--- config.mk ---
export PLATFORM = sky130hd
export DESIGN_NAME = ram_stream_reader_flat
export DESIGN_NICKNAME = d
export VERILOG_FILES = /design/src/rtl/ram_stream_reader_if.sv /design/src/rtl/ram_stream_reader.sv /design/src/flat_wrapper.sv
export SDC_FILE = /design/constraint.sdc
export NUM_CORES = 1
export LEC_CHECK = 0
export ABC_AREA = 1
export BUFFER_PORTS_ARGS = -buffer_cell sky130_fd_sc_hd__buf_2
export CELL_PAD_IN_SITES_DETAIL_PLACEMENT = 1
export CELL_PAD_IN_SITES_GLOBAL_PLACEMENT = 2
export CORE_MARGIN = 2
export CORE_UTILIZATION = 37
export DETAILED_ROUTE_END_ITERATION = 10
export PLACE_DENSITY = 0.88
export SYNTH_ARGS = -nofsm -noshare
export SYNTH_HDL_FRONTEND = slang
export SYNTH_SLANG_ARGS = --single-unit
export TNS_END_PERCENT = 30
--- constraint.sdc ---
create_clock -name clk -period 4.4 [get_ports clk]
set_input_delay 0.88 -clock clk [delete_from_list [all_inputs] [get_ports clk]]
set_output_delay 0.88 -clock clk [all_outputs]
set_load 0.02 [all_outputs]
--- src/rtl/ram_stream_reader_if.sv ---
// ram_stream_reader_if: RAM read port plus valid/ready byte stream of the reader.
interface ram_stream_reader_if #(
  parameter int ADDR_W = 5,
  parameter int DATA_W = 8
);
  logic [ADDR_W-1:0] rd_addr;
  logic              rd_en;
  logic [DATA_W-1:0] ram_q;
  logic [DATA_W-1:0] out_data;
  logic              out_valid;
  logic              out_ready;
  logic              out_last;
  modport master (
    output rd_addr, rd_en, out_data, out_valid, out_last,
    input  ram_q, out_ready
  );
  modport slave (
    input  rd_addr, rd_en, out_data, out_valid, out_last,
    output ram_q, out_ready
  );
endinterface

--- src/rtl/ram_stream_reader.sv ---
// ram_stream_reader: reads a wrapping run of RAM words into a credit-controlled FIFO
// and presents them as a valid/ready stream with last flag and a done pulse.
module ram_stream_reader #(
  parameter int ADDR_W     = 5,
  parameter int DATA_W     = 8,
  parameter int FIFO_DEPTH = 4
) (
  input  logic                clk,
  input  logic                rst_n,
  input  logic                start,
  input  logic [ADDR_W-1:0]   base_addr,
  input  logic [ADDR_W:0]     length,
  output logic                busy,
  output logic                done,
  ram_stream_reader_if.master bus
);
  localparam int PW = $clog2(FIFO_DEPTH);
  localparam int CW = $clog2(FIFO_DEPTH + 1);
  typedef enum logic [1:0] {IDLE, ISSUE, DRAIN, FIN} state_e;
  state_e            state_q, state_d;
  logic [ADDR_W-1:0] ptr_q, ptr_d, rd_addr_q, rd_addr_d;
  logic [ADDR_W:0]   len_q, len_d, issued_q, issued_d;
  logic              infl_q, infl_d, infl_last_q, infl_last_d;
  logic [DATA_W-1:0] mem_q [FIFO_DEPTH];
  logic [DATA_W-1:0] mem_d [FIFO_DEPTH];
  logic [FIFO_DEPTH-1:0] last_q, last_d;
  logic [PW-1:0]     wr_q, wr_d, rd_q, rd_d;
  logic [CW-1:0]     count_q, count_d;
  logic [CW:0]       used;
  logic              rd_en, can_issue, push, pop, drain_done;

  function automatic logic [PW-1:0] wrap_inc(input logic [PW-1:0] p);
    return (p == PW'(FIFO_DEPTH - 1)) ? '0 : p + 1'b1;
  endfunction

  // The word read last cycle is on ram_q now and lands in the FIFO at this edge.
  assign push       = infl_q;
  assign pop        = bus.out_valid & bus.out_ready;
  assign used       = {1'b0, count_q} + {{CW{1'b0}}, infl_q};
  assign can_issue  = used < (CW + 1)'(FIFO_DEPTH);
  assign drain_done = !infl_q && (count_q == '0 || (count_q == CW'(1) && pop));

  assign bus.out_valid = count_q != '0;
  assign bus.out_data  = mem_q[rd_q];
  assign bus.out_last  = last_q[rd_q];
  assign bus.rd_addr   = rd_addr_d;
  assign bus.rd_en     = rd_en;
  assign busy          = state_q == ISSUE || state_q == DRAIN;
  assign done          = state_q == FIN;

  always_comb begin
    state_d     = state_q;
    ptr_d       = ptr_q;
    len_d       = len_q;
    issued_d    = issued_q;
    rd_addr_d   = rd_addr_q;
    rd_en       = 1'b0;
    infl_d      = 1'b0;
    infl_last_d = 1'b0;
    case (state_q)
      IDLE: if (start) begin
        state_d  = (length != '0) ? ISSUE : FIN;
        len_d    = length;
        ptr_d    = base_addr;
        issued_d = '0;
      end
      ISSUE: if (can_issue) begin
        rd_en       = 1'b1;
        rd_addr_d   = ptr_q;
        ptr_d       = ptr_q + 1'b1;
        issued_d    = issued_q + 1'b1;
        infl_d      = 1'b1;
        infl_last_d = issued_d == len_q;
        state_d     = (issued_d == len_q) ? DRAIN : ISSUE;
      end
      DRAIN: state_d = drain_done ? FIN : DRAIN;
      default: state_d = IDLE;
    endcase
  end

  always_comb begin
    mem_d  = mem_q;
    last_d = last_q;
    if (push) begin
      mem_d[wr_q]  = bus.ram_q;
      last_d[wr_q] = infl_last_q;
    end
    wr_d    = push ? wrap_inc(wr_q) : wr_q;
    rd_d    = pop ? wrap_inc(rd_q) : rd_q;
    count_d = count_q + CW'(push) - CW'(pop);
  end

  always_ff @(posedge clk or negedge rst_n) begin
    if (!rst_n) begin
      state_q     <= IDLE;
      ptr_q       <= '0;
      rd_addr_q   <= '0;
      len_q       <= '0;
      issued_q    <= '0;
      infl_q      <= 1'b0;
      infl_last_q <= 1'b0;
      mem_q       <= '{default: '0};
      last_q      <= '0;
      wr_q        <= '0;
      rd_q        <= '0;
      count_q     <= '0;
    end else begin
      state_q     <= state_d;
      ptr_q       <= ptr_d;
      rd_addr_q   <= rd_addr_d;
      len_q       <= len_d;
      issued_q    <= issued_d;
      infl_q      <= infl_d;
      infl_last_q <= infl_last_d;
      mem_q       <= mem_d;
      last_q      <= last_d;
      wr_q        <= wr_d;
      rd_q        <= rd_d;
      count_q     <= count_d;
    end
  end

  a_no_overflow: assert property (@(posedge clk) disable iff (!rst_n)
    !(push && count_q == CW'(FIFO_DEPTH)));
endmodule

--- src/flat_wrapper.sv ---
// flat-port wrapper written by rule: the top's interface ports become plain ports
module ram_stream_reader_flat 
#(
  parameter int ADDR_W     = 5,
  parameter int DATA_W     = 8,
  parameter int FIFO_DEPTH = 4
)
  (clk, rst_n, start, base_addr, length, busy, done, bus_rd_addr, bus_rd_en, bus_out_data, bus_out_valid, bus_out_last, bus_ram_q, bus_out_ready);
  ram_stream_reader_if #(.ADDR_W(ADDR_W), .DATA_W(DATA_W)) bus_i ();
  input  logic clk;
  input  logic rst_n;
  input  logic start;
  input  logic [ADDR_W-1:0] base_addr;
  input  logic [ADDR_W:0] length;
  output logic busy;
  output logic done;
  output wire logic [$bits(bus_i.rd_addr)-1:0] bus_rd_addr;
  output wire logic [$bits(bus_i.rd_en)-1:0] bus_rd_en;
  output wire logic [$bits(bus_i.out_data)-1:0] bus_out_data;
  output wire logic [$bits(bus_i.out_valid)-1:0] bus_out_valid;
  output wire logic [$bits(bus_i.out_last)-1:0] bus_out_last;
  input wire logic [$bits(bus_i.ram_q)-1:0] bus_ram_q;
  input wire logic [$bits(bus_i.out_ready)-1:0] bus_out_ready;
  assign bus_rd_addr = bus_i.rd_addr;
  assign bus_rd_en = bus_i.rd_en;
  assign bus_out_data = bus_i.out_data;
  assign bus_out_valid = bus_i.out_valid;
  assign bus_out_last = bus_i.out_last;
  assign bus_i.ram_q = bus_ram_q;
  assign bus_i.out_ready = bus_out_ready;
  ram_stream_reader #(.ADDR_W(ADDR_W), .DATA_W(DATA_W), .FIFO_DEPTH(FIFO_DEPTH)) u_core (.clk(clk), .rst_n(rst_n), .start(start), .base_addr(base_addr), .length(length), .busy(busy), .done(done), .bus(bus_i));
endmodule
# ---- After elaboration in Yosys (flattened, before gate mapping)
# Index checks and enable logic that the tools add are counted.
dict set report classes {
  eq_ne 9
  n_lt_le_gt_ge 7
  reduce_logical 15
  mux 31
  bitwise 3
  add_sub_neg 7
}
# op count
set op_table {}
lappend op_table {{bitwise mux 32 bit} 1}
lappend op_table {{2-to-1 mux 8 bit} 3}
lappend op_table {{2-to-1 mux 5 bit} 4}
lappend op_table {{binary-select mux 8 bit (select 2 bit)} 1}
lappend op_table {{demux 8 bit (select 2 bit)} 1}
lappend op_table {{2-to-1 mux 2 bit} 6}
lappend op_table {{2-to-1 mux 6 bit} 2}
lappend op_table {{one-hot mux 6 bit (2 select lines)} 1}
lappend op_table {{one-hot mux 5 bit (2 select lines)} 1}
lappend op_table {{equality test 2 bit, second input constant} 4}
lappend op_table {{2-to-1 mux 1 bit} 7}
lappend op_table {{adder 6 x 1 -> 6 bit, second input constant} 1}
lappend op_table {{equality test 6 bit} 1}
lappend op_table {{greater-or-equal comparator 3 bit, second input constant} 2}
lappend op_table {{less-than comparator 2 x 3 -> 1 bit, second input constant} 2}
lappend op_table {{inverter 2 -> 3 bit} 2}
lappend op_table {{one-hot mux 2 bit (3 select lines)} 1}
lappend op_table {{nonzero test 6 bit} 1}
lappend op_table {{adder 5 x 1 -> 5 bit, second input constant} 1}
lappend op_table {{adder 2 x 1 -> 2 bit, second input constant} 2}
lappend op_table {{adder 3 x 1 -> 4 bit} 1}
lappend op_table {{bitwise mux 4 bit} 1}
lappend op_table {{logical AND 1 bit} 4}
lappend op_table {{less-than comparator 4 x 3 -> 1 bit, second input constant} 1}
lappend op_table {{19 further kinds} 21}
dict set report word_totals {
  in_bits 23
  ff_bits 69
}

# ---- Depth between registers and ports, before layout
# Gate-level depths: netlist (run 1).
dict set report depth {
  depth_word 7
  ltp_mapped 13
  depth_no_buf 13
}

# ---- Worst setup path after synthesis (run 1)
# Ideal clock, no wire load.
dict set report synth_timing {
  path_kind {register -> output}
  from {register u_core.state_q[1]}
  to {output bus_rd_addr[1]}
  t_arrival_ns 1.964
  path_stages_with_launch 7
  path_slack_ns 1.556
  path_buffers 0
  cell_sequence {dfrtp_1 -> inv_1 -> ha_1 -> clkinv_1 -> nor2_4 -> inv_1 -> o21ai_0}
}
dict set report synth_between {
  elab_chain_len 2
}
# item line
set synth_rtl {}
lappend synth_rtl {{from (decl)} ram_stream_reader.sv:20} ;# state_e state_q, state_d;
lappend synth_rtl {{from (signal assigned)} ram_stream_reader.sv:108} ;# state_q <= state_d;
lappend synth_rtl {{equality test 2 x 1 -> 1 bit} ram_stream_reader.sv:60} ;# case (state_q)
lappend synth_rtl {{2-to-1 mux 5 bit} ram_stream_reader.sv:60}
lappend synth_rtl {{to (decl)} flat_wrapper.sv:17} ;# output wire logic [$bits(bus_i.rd_addr)-1:0] bus_rd_addr;
# No other way between the ends.

# ---- Worst setup path in the final report (run 1)
# Same ends and word-level chain as after synthesis.

==> results of run 1 <==
==> cell usage after synthesis, drive strengths merged <==
library cell / number
xnor2: 1
a21oi: 7
o22ai: 12
buf: 2
nor2: 36
nand4: 2
o21ai: 75
nand2: 110
nor3: 1
or2: 1
clkinv: 1
nand3: 17
o2111ai: 1
inv: 46
dfrtp: 69
o21bai: 1
fa: 1
nand3b: 2
xor2: 2
nor4: 1
clkbuf: 8
ha: 14
mux2: 1
==> flip-flops by register name (all words and copies together), names as in the netlist <==
register,cells
u_core.mem_q,32
u_core.issued_q,6
u_core.len_q,6
u_core.ptr_q,5
u_core.rd_addr_q,5
u_core.last_q,4
u_core.count_q,3
u_core.rd_q,2
u_core.state_q,2
u_core.wr_q,2
u_core.infl_last_q,1
u_core.infl_q,1
==> cell type report <==
type                    count  area (µm²)  share of cell area [%]
flip-flops and latches     69        1730                    44.3
well taps                 111         139                    3.56
repair buffers             41         208                    5.32
clock buffers               9         124                    3.18
inverters                  47         176                    4.52
multi-input cells         285        1450                    37.2
clock inverters             7        76.3                    1.96
==> path summary, 6_finish.rpt <==
| path | from | to | cells after the start |
|---|---|---|---|
| worst max register to register | u_core.state_q[1]$_DFFE_PN0P_ | u_core.issued_q[0]$_DFFE_PN0P_ | 7 |
| worst min register to register | u_core.rd_addr_q[0]$_DFF_PN0_ | u_core.rd_addr_q[0]$_DFF_PN0_ | 2 |
| worst min-delay path | u_core.rd_addr_q[0]$_DFF_PN0_ | u_core.rd_addr_q[0]$_DFF_PN0_ | 2 |
| min in group asynchronous | rst_n | u_core.mem_q[3]$_DFFE_PN0P_ | 1 |
| max in group asynchronous | rst_n | u_core.ptr_q[2]$_DFFE_PN0P_ | 2 |
| worst max-delay path | u_core.state_q[1]$_DFFE_PN0P_ | bus_rd_addr[1] | 7 |
==> cell usage in the layout, fill, tap and decap left out, types with 2 or more instances in the layout <==
master,Yosys,final
a21oi_1,6,6
buf_2,0,40
clkbuf_8,0,9
clkinv_4,0,3
clkinvlp_4,0,2
dfrtp_1,69,69
ha_1,14,14
inv_1,45,45
nand2_1,107,107
nand2_2,3,3
nand3_1,16,16
nand3b_1,2,2
nand4_1,2,2
nor2_1,35,35
o21ai_0,73,73
o21ai_2,2,2
o22ai_1,12,12
xor2_1,2,2
==> metal layers <==
metal	vias up	part of all wire (%)	global-route usage (%)	routed length (µm)
met5	-	0	0	0
met4	0	1.1	5.37	87
met3	8	2.5	3.41	197
met2	29	49	29.9	3860
met1	1361	47	22.1	3680
li1	1421	-	-	-
==> report_power, final <==
part	internal, W	total, W	switching (W)	leakage [nW]
sequential	0.000915	0.00114	0.000224	0.854
combinational	0.000468	0.00134	0.000877	1.02
clock	0.000263	0.000519	0.000256	0.0954
==> cells by family (layout without fill, tap and decap cells) <==
logic type,Yosys count,after routing,synth area share (%)
xor+xnor,3,3,0.771
mux,1,1,0.330
simple gates,170,170,20.5
flops,69,69,50.7
fa+ha+maj,15,15,5.73
compound gates,96,96,15.3
buf+inv,57,104,6.72
==> per-stage QoR <==
step	instances	util [%]	hold slack [ns]	worst slack [ns]	cell area, µm²
floorplan	411	-	0.448	1.56	3410
CTS	569	43.0	0.471	1.07	3900
detailed placement	553	40.8	0.452	1.43	3700
global route	569	43.0	0.494	0.820	3900
finish	569	43.0	0.466	1.15	3900
global placement	553	40.8	0.449	1.58	3700
==> worst max-delay path, stage by stage, from the launching register on <==
cell      delay, ns
dfrtp_1        0.42
inv_1          0.09
ha_1           0.30
clkinv_1       0.34
nor2_4         0.26
inv_1          0.16
o21ai_0        0.24
buf_2          0.21
==> metrics.md, run 1 <==
| Metric | Value |
|---|---|
| Crit end category | primary output |
| Num rows | 35 |
| Clock Sinks | just under 70 |
| Worst Max-Slew Pin Slew | around 0.77 ns |
| Critical Path RT | 3.52 ns |
| Die width | 100 µm |
| Antenna fix cells | 0 |
| Area share of the largest cell type after synthesis | between 50 and 60% |
| WS Path Type | flop to primary output |
| Synth-to-Final Area Change | 14.5% |
| Post-CTS Hold Buffers | 0 |
| Final wirelength | just under 8 mm |
| Vias in the first global route | 2,913 |
| Gpl congestion | 0.788 |
| Post-route minimum period | between 3 and 4 ns |
| Final setup violating endpoints | 0 |
| Initial antenna violation count | 0 |
| CTS Buf Count | 9 |
| Root cell of the clock tree | clkbuf_8 |
| Overall Power | between 0.003 and 0.004 W |
| Drt first pass iters | 4 |
| Post-Syn Nets | 449 |
| # fillers | 1,126 |
| Die height | about 100 µm |
| Post-route DRC | 0 |
| Pins Over Slew Limit | 0 |
| RSZ-0062 raised after global routing | no |
| I/O pin total | roughly 40 |
| Seq/Total Area, Yosys | between 50% and 60% |
| Status | completed |
| Seq cells post-synth | 69 |
| Initial Util | 37.6% |
| Synth Instances | 411 |
| Critical path peak fanout | 10 |
| Clock skew | 0.0103 ns |
| Final Hold Fails | 0 |
| Detailed-route via count | 2,819 |
| Post-route antenna net violation count | 0 |
| Hold Path Class | flop to flop |
| Crit start category | flop |
| Max_cap viols | 0 |
| Nets | between 400 and 500 |
| CTS tree | built |
| VDD IR-drop max | 305 µV |
| Max Clk Rate | 308 MHz |
| Tcrit/Tclk final | between 70% and 80% |
| DIE AREA | 9990 µm² |
| GRT Residual Overflow | 0 |
| Area contributors post-synth | dfrtp_1 (51%), nand2_1 (12%), o21ai_0 (11%) |
| Relative slew slack | between 40% and 50% |
| GRT Overall Usage | 17.4% |
| Core area | 9060 µm² |
| Distinct cells, synth | 29 |
| Setup tns final | 0 ns |
| Worst skew pair latency | 0.34 ns |
| Largest net degree at the start of global routing | 37 |
| Port Buf Inserts | 40 |
| Iteration-0 DRC Markers | 101 |
| Share of layout cells above drive strength 1 | 14.8% |
| PostCTS Resize Cnt | 0 |
| Synth Area per Inst | 8.29 µm² |
| Reg-to-reg setup timing slack | approximately 2.4 ns |
| H-tree depth | 3 |
| Cell area after synthesis | about 3400 µm² |
| Drt wl/cell | 13.8 µm |
| Critical Path AT | 2.37 ns |
| Vias per cell | about 5.0 |
| Post-CTS Setup Inserts | 0 |
| Clock Path Buffers | 2 |
| Worst-path clk slew | 0.08 ns |
| Pwr/cell area | 770 nW/µm² |
| DPL Wire Length | 5.63 mm |
| First-pass GRT wire length | about 14 mm |
| Yosys warnings | 0 |
| Leak | 1.97 nW |
| Synth area leader | dfrtp_1 |
No activity file was read; power rests on OpenSTA's default activity.
==> run 2, diff against run 1 <==
CORE_UTILIZATION = 31   (was 37)
PLACE_DENSITY = 0.79   (was 0.88)
clock period = 2.8 ns   (was 4.4 ns; I/O delays follow)
==> metrics.md, run 2 (same netlist as run 1, synthesis figures left out) <==
| Metric | Value |
|---|---|
| Pwr/cell area | 1220 nW/µm² |
| Worst Max-Slew Pin Slew | 0.604 ns |
| Share of layout cells above drive strength 1 | 15.4% |
| Drt first pass iters | 4 |
| Slowest-stage cell, CP | dfrtp_1 |
| Num rows | 38 |
| RR Endpoint | u_core.issued_q[0]$_DFFE_PN0P_ |
| Most used cell, CP | inv_1 |
| GRT Residual Overflow | 0 |
| Top reg by flops | u_core.mem_q |
| Initial antenna violation count | 0 |
| H-tree depth | 3 |
| Max_cap viols | 0 |
| Clock share of power | between 15 and 20% |
| DIE AREA | ~12,000 µm² |
| Crit end category | primary output |
| DPL Wire Length | 6.16 mm |
| Max Clk Rate | between 300 and 400 MHz |
| Root cell of the clock tree | clkbuf_8 |
| Reg-to-reg setup timing slack | a little over 0.8 ns |
| Critical Path RT | 2.24 ns |
| Final wirelength | roughly 8.6 mm |
| Gpl congestion | around 0.74 |
| I/O pin total | 41 |
| Critical Path AT | just over 2 ns |
| Fin util | 36.8% |
| Die width | between 100 and 150 µm |
| Critical-path cell list | inv_1, ha_2, clkinv_1, nor2_4, inv_1, o21ai_0, buf_2 |
| Leak | 1.98 nW |
| Post-route DRC | 0 |
| Tcrit/Tclk final | 93.7% |
| P_sw | approximately 0.0022 W |
| Crit start category | flop |
| Detailed-route via count | 2,850 |
| Initial Util | between 30% and 40% |
| RSZ-0062 raised after global routing | no |
| Post-CTS Setup Inserts | 0 |
| Worst-path clk slew | 0.08 ns |
| Switching portion of total power | 45.3% |
| Most frequent cells in the layout | nand2_1 (107), o21ai_0 (70), dfrtp_1 (69) |
| Status | completed |
| Reg2Reg Depth | 9 |
| Final Non-Filler Cells | 600 |
| Die height | 109 µm |
| Post-route antenna net violation count | 0 |
| WS Path Type | flop to primary output |
| Placed cells | 584 |
| VDD IR-drop max | 501 µV |
| Drt wl/cell | around 14 µm |
| Antenna fix cells | 0 |
| Core area | 10,800 µm² |
| Setup tns final | 0 ns |
| PostCTS Resize Cnt | 0 |
| Iteration-0 DRC Markers | 111 |
| CTS Buf Count | 9 |
| # fillers | 1,335 |
| Clock skew | 0.0128 ns |
| Max stage delay on crit path | 0.42 ns |
| Nets | 493 |
| Clock Path Buffers | 2 |
| Vias in the first global route | 3,021 |
| CTS tree | built |
| Fin Hold WS | 0.209 ns |
| Seq pwr share | 36.8% |
| GRT Overall Usage | 15.9% |
| Final setup violating endpoints | 0 |
| Worst skew pair latency | 0.35 ns |
| Most common cell after layout, fill and taps aside | nand2_1 |
| Post-CTS Hold Buffers | 0 |
| Clock Sinks | 69 |
| Int Power | 0.00264 W |
| First-pass GRT wire length | 14.5 mm |
| Pins Over Slew Limit | 0 |
| Post-route minimum period | 2.62 ns |
| Combinational Power Share | 46.0% |
| Critical path peak fanout | 9 |
| Max FFs per register | 32 |
| Worst R2R Start | u_core.state_q[0]$_DFFE_PN0P_ |
| Final Hold Fails | 0 |
| Hold Path Class | primary input to async pin |
| Relative slew slack | 59.6% |
| Synth-to-Final Area Change | 16.5% |
| Port Buf Inserts | 40 |
| Largest net degree at the start of global routing | between 40 and 50 |
| Top Registers | u_core.mem_q x32, u_core.issued_q x6, u_core.len_q x6 |
| Vias per cell | 4.75 |
==> run 2: cell count changes in the layout (fill, tap and decap cells not counted), sizes merged <==
cell      previous run  this run
buf                 41        43
clkinv               5         3
clkbuf               9        10
clkinvlp             2         3
==> run 2: stage by stage <==
stage	total power [W]	cell area [µm²]	worst slack, ns
after floorplan	0.00334	3410	0.276
after global placement	0.00397	3760	0.546
after detailed placement	0.00406	3760	0.445
after CTS	0.00491	3970	0.0542
after global routing	0.00533	3970	0.0205
final	0.00483	3970	0.176
==> run 2: worst max-delay path by stage <==
stage	end	depth (start not counted)	start	slack, ns
2_1_floorplan	bus_rd_addr[1]	6	u_core.state_q[1]$_DFFE_PN0P_	0.28
3_3_place_gp	bus_rd_addr[4]	7	u_core.state_q[1]$_DFFE_PN0P_	0.55
3_5_place_dp	bus_rd_addr[3]	7	u_core.state_q[1]$_DFFE_PN0P_	0.44
4_1_cts	bus_rd_addr[3]	7	u_core.state_q[1]$_DFFE_PN0P_	0.05
5_1_grt	bus_rd_addr[2]	7	u_core.state_q[1]$_DFFE_PN0P_	0.02
6_report	bus_rd_addr[2]	7	u_core.state_q[1]$_DFFE_PN0P_	0.18
==> run 2: power by group through the flow <==
stage | Combinational (W) | Clock (W) | Sequential, W
3_5_place_dp | 0.00226 | 0 | 0.00179
5_1_grt | 0.00259 | 0.000901 | 0.00184
6_report | 0.00222 | 0.000829 | 0.00178
4_1_cts | 0.00227 | 0.000860 | 0.00178
2_1_floorplan | 0.00167 | 0 | 0.00167
3_3_place_gp | 0.00219 | 0 | 0.00177
==> run 2: metal layers <==
metal  vias up  track usage (%)  wire, µm  part of all wire, %
li1       1426                -         -                    -
met1      1383             19.4      3920                   45
met2        30             28.3      4380                   51
met3        11             3.17       231                  2.7
met4         0             4.95       101                  1.2
met5         -                0         0                    0
==> run 2: area by class of cell <==
class | count | area [µm²] | area share (%)
Tap cell | 140 | 175 | 4.42
Timing Repair Buffer | 43 | 235 | 5.93
Multi-Input combinational cell | 285 | 1450 | 36.6
Clock buffer | 10 | 138 | 3.47
Sequential cell | 69 | 1730 | 43.5
Inverter | 47 | 176 | 4.45
Clock inverter | 6 | 62.6 | 1.58
==> run 2: worst max-delay path, delay by kind of cell, from the launching register on <==
kind	cells	cell delay [ns]
buf+inv	4	0.62
flops	1	0.42
fa+ha+maj	1	0.24
simple gates	1	0.20
compound gates	1	0.24
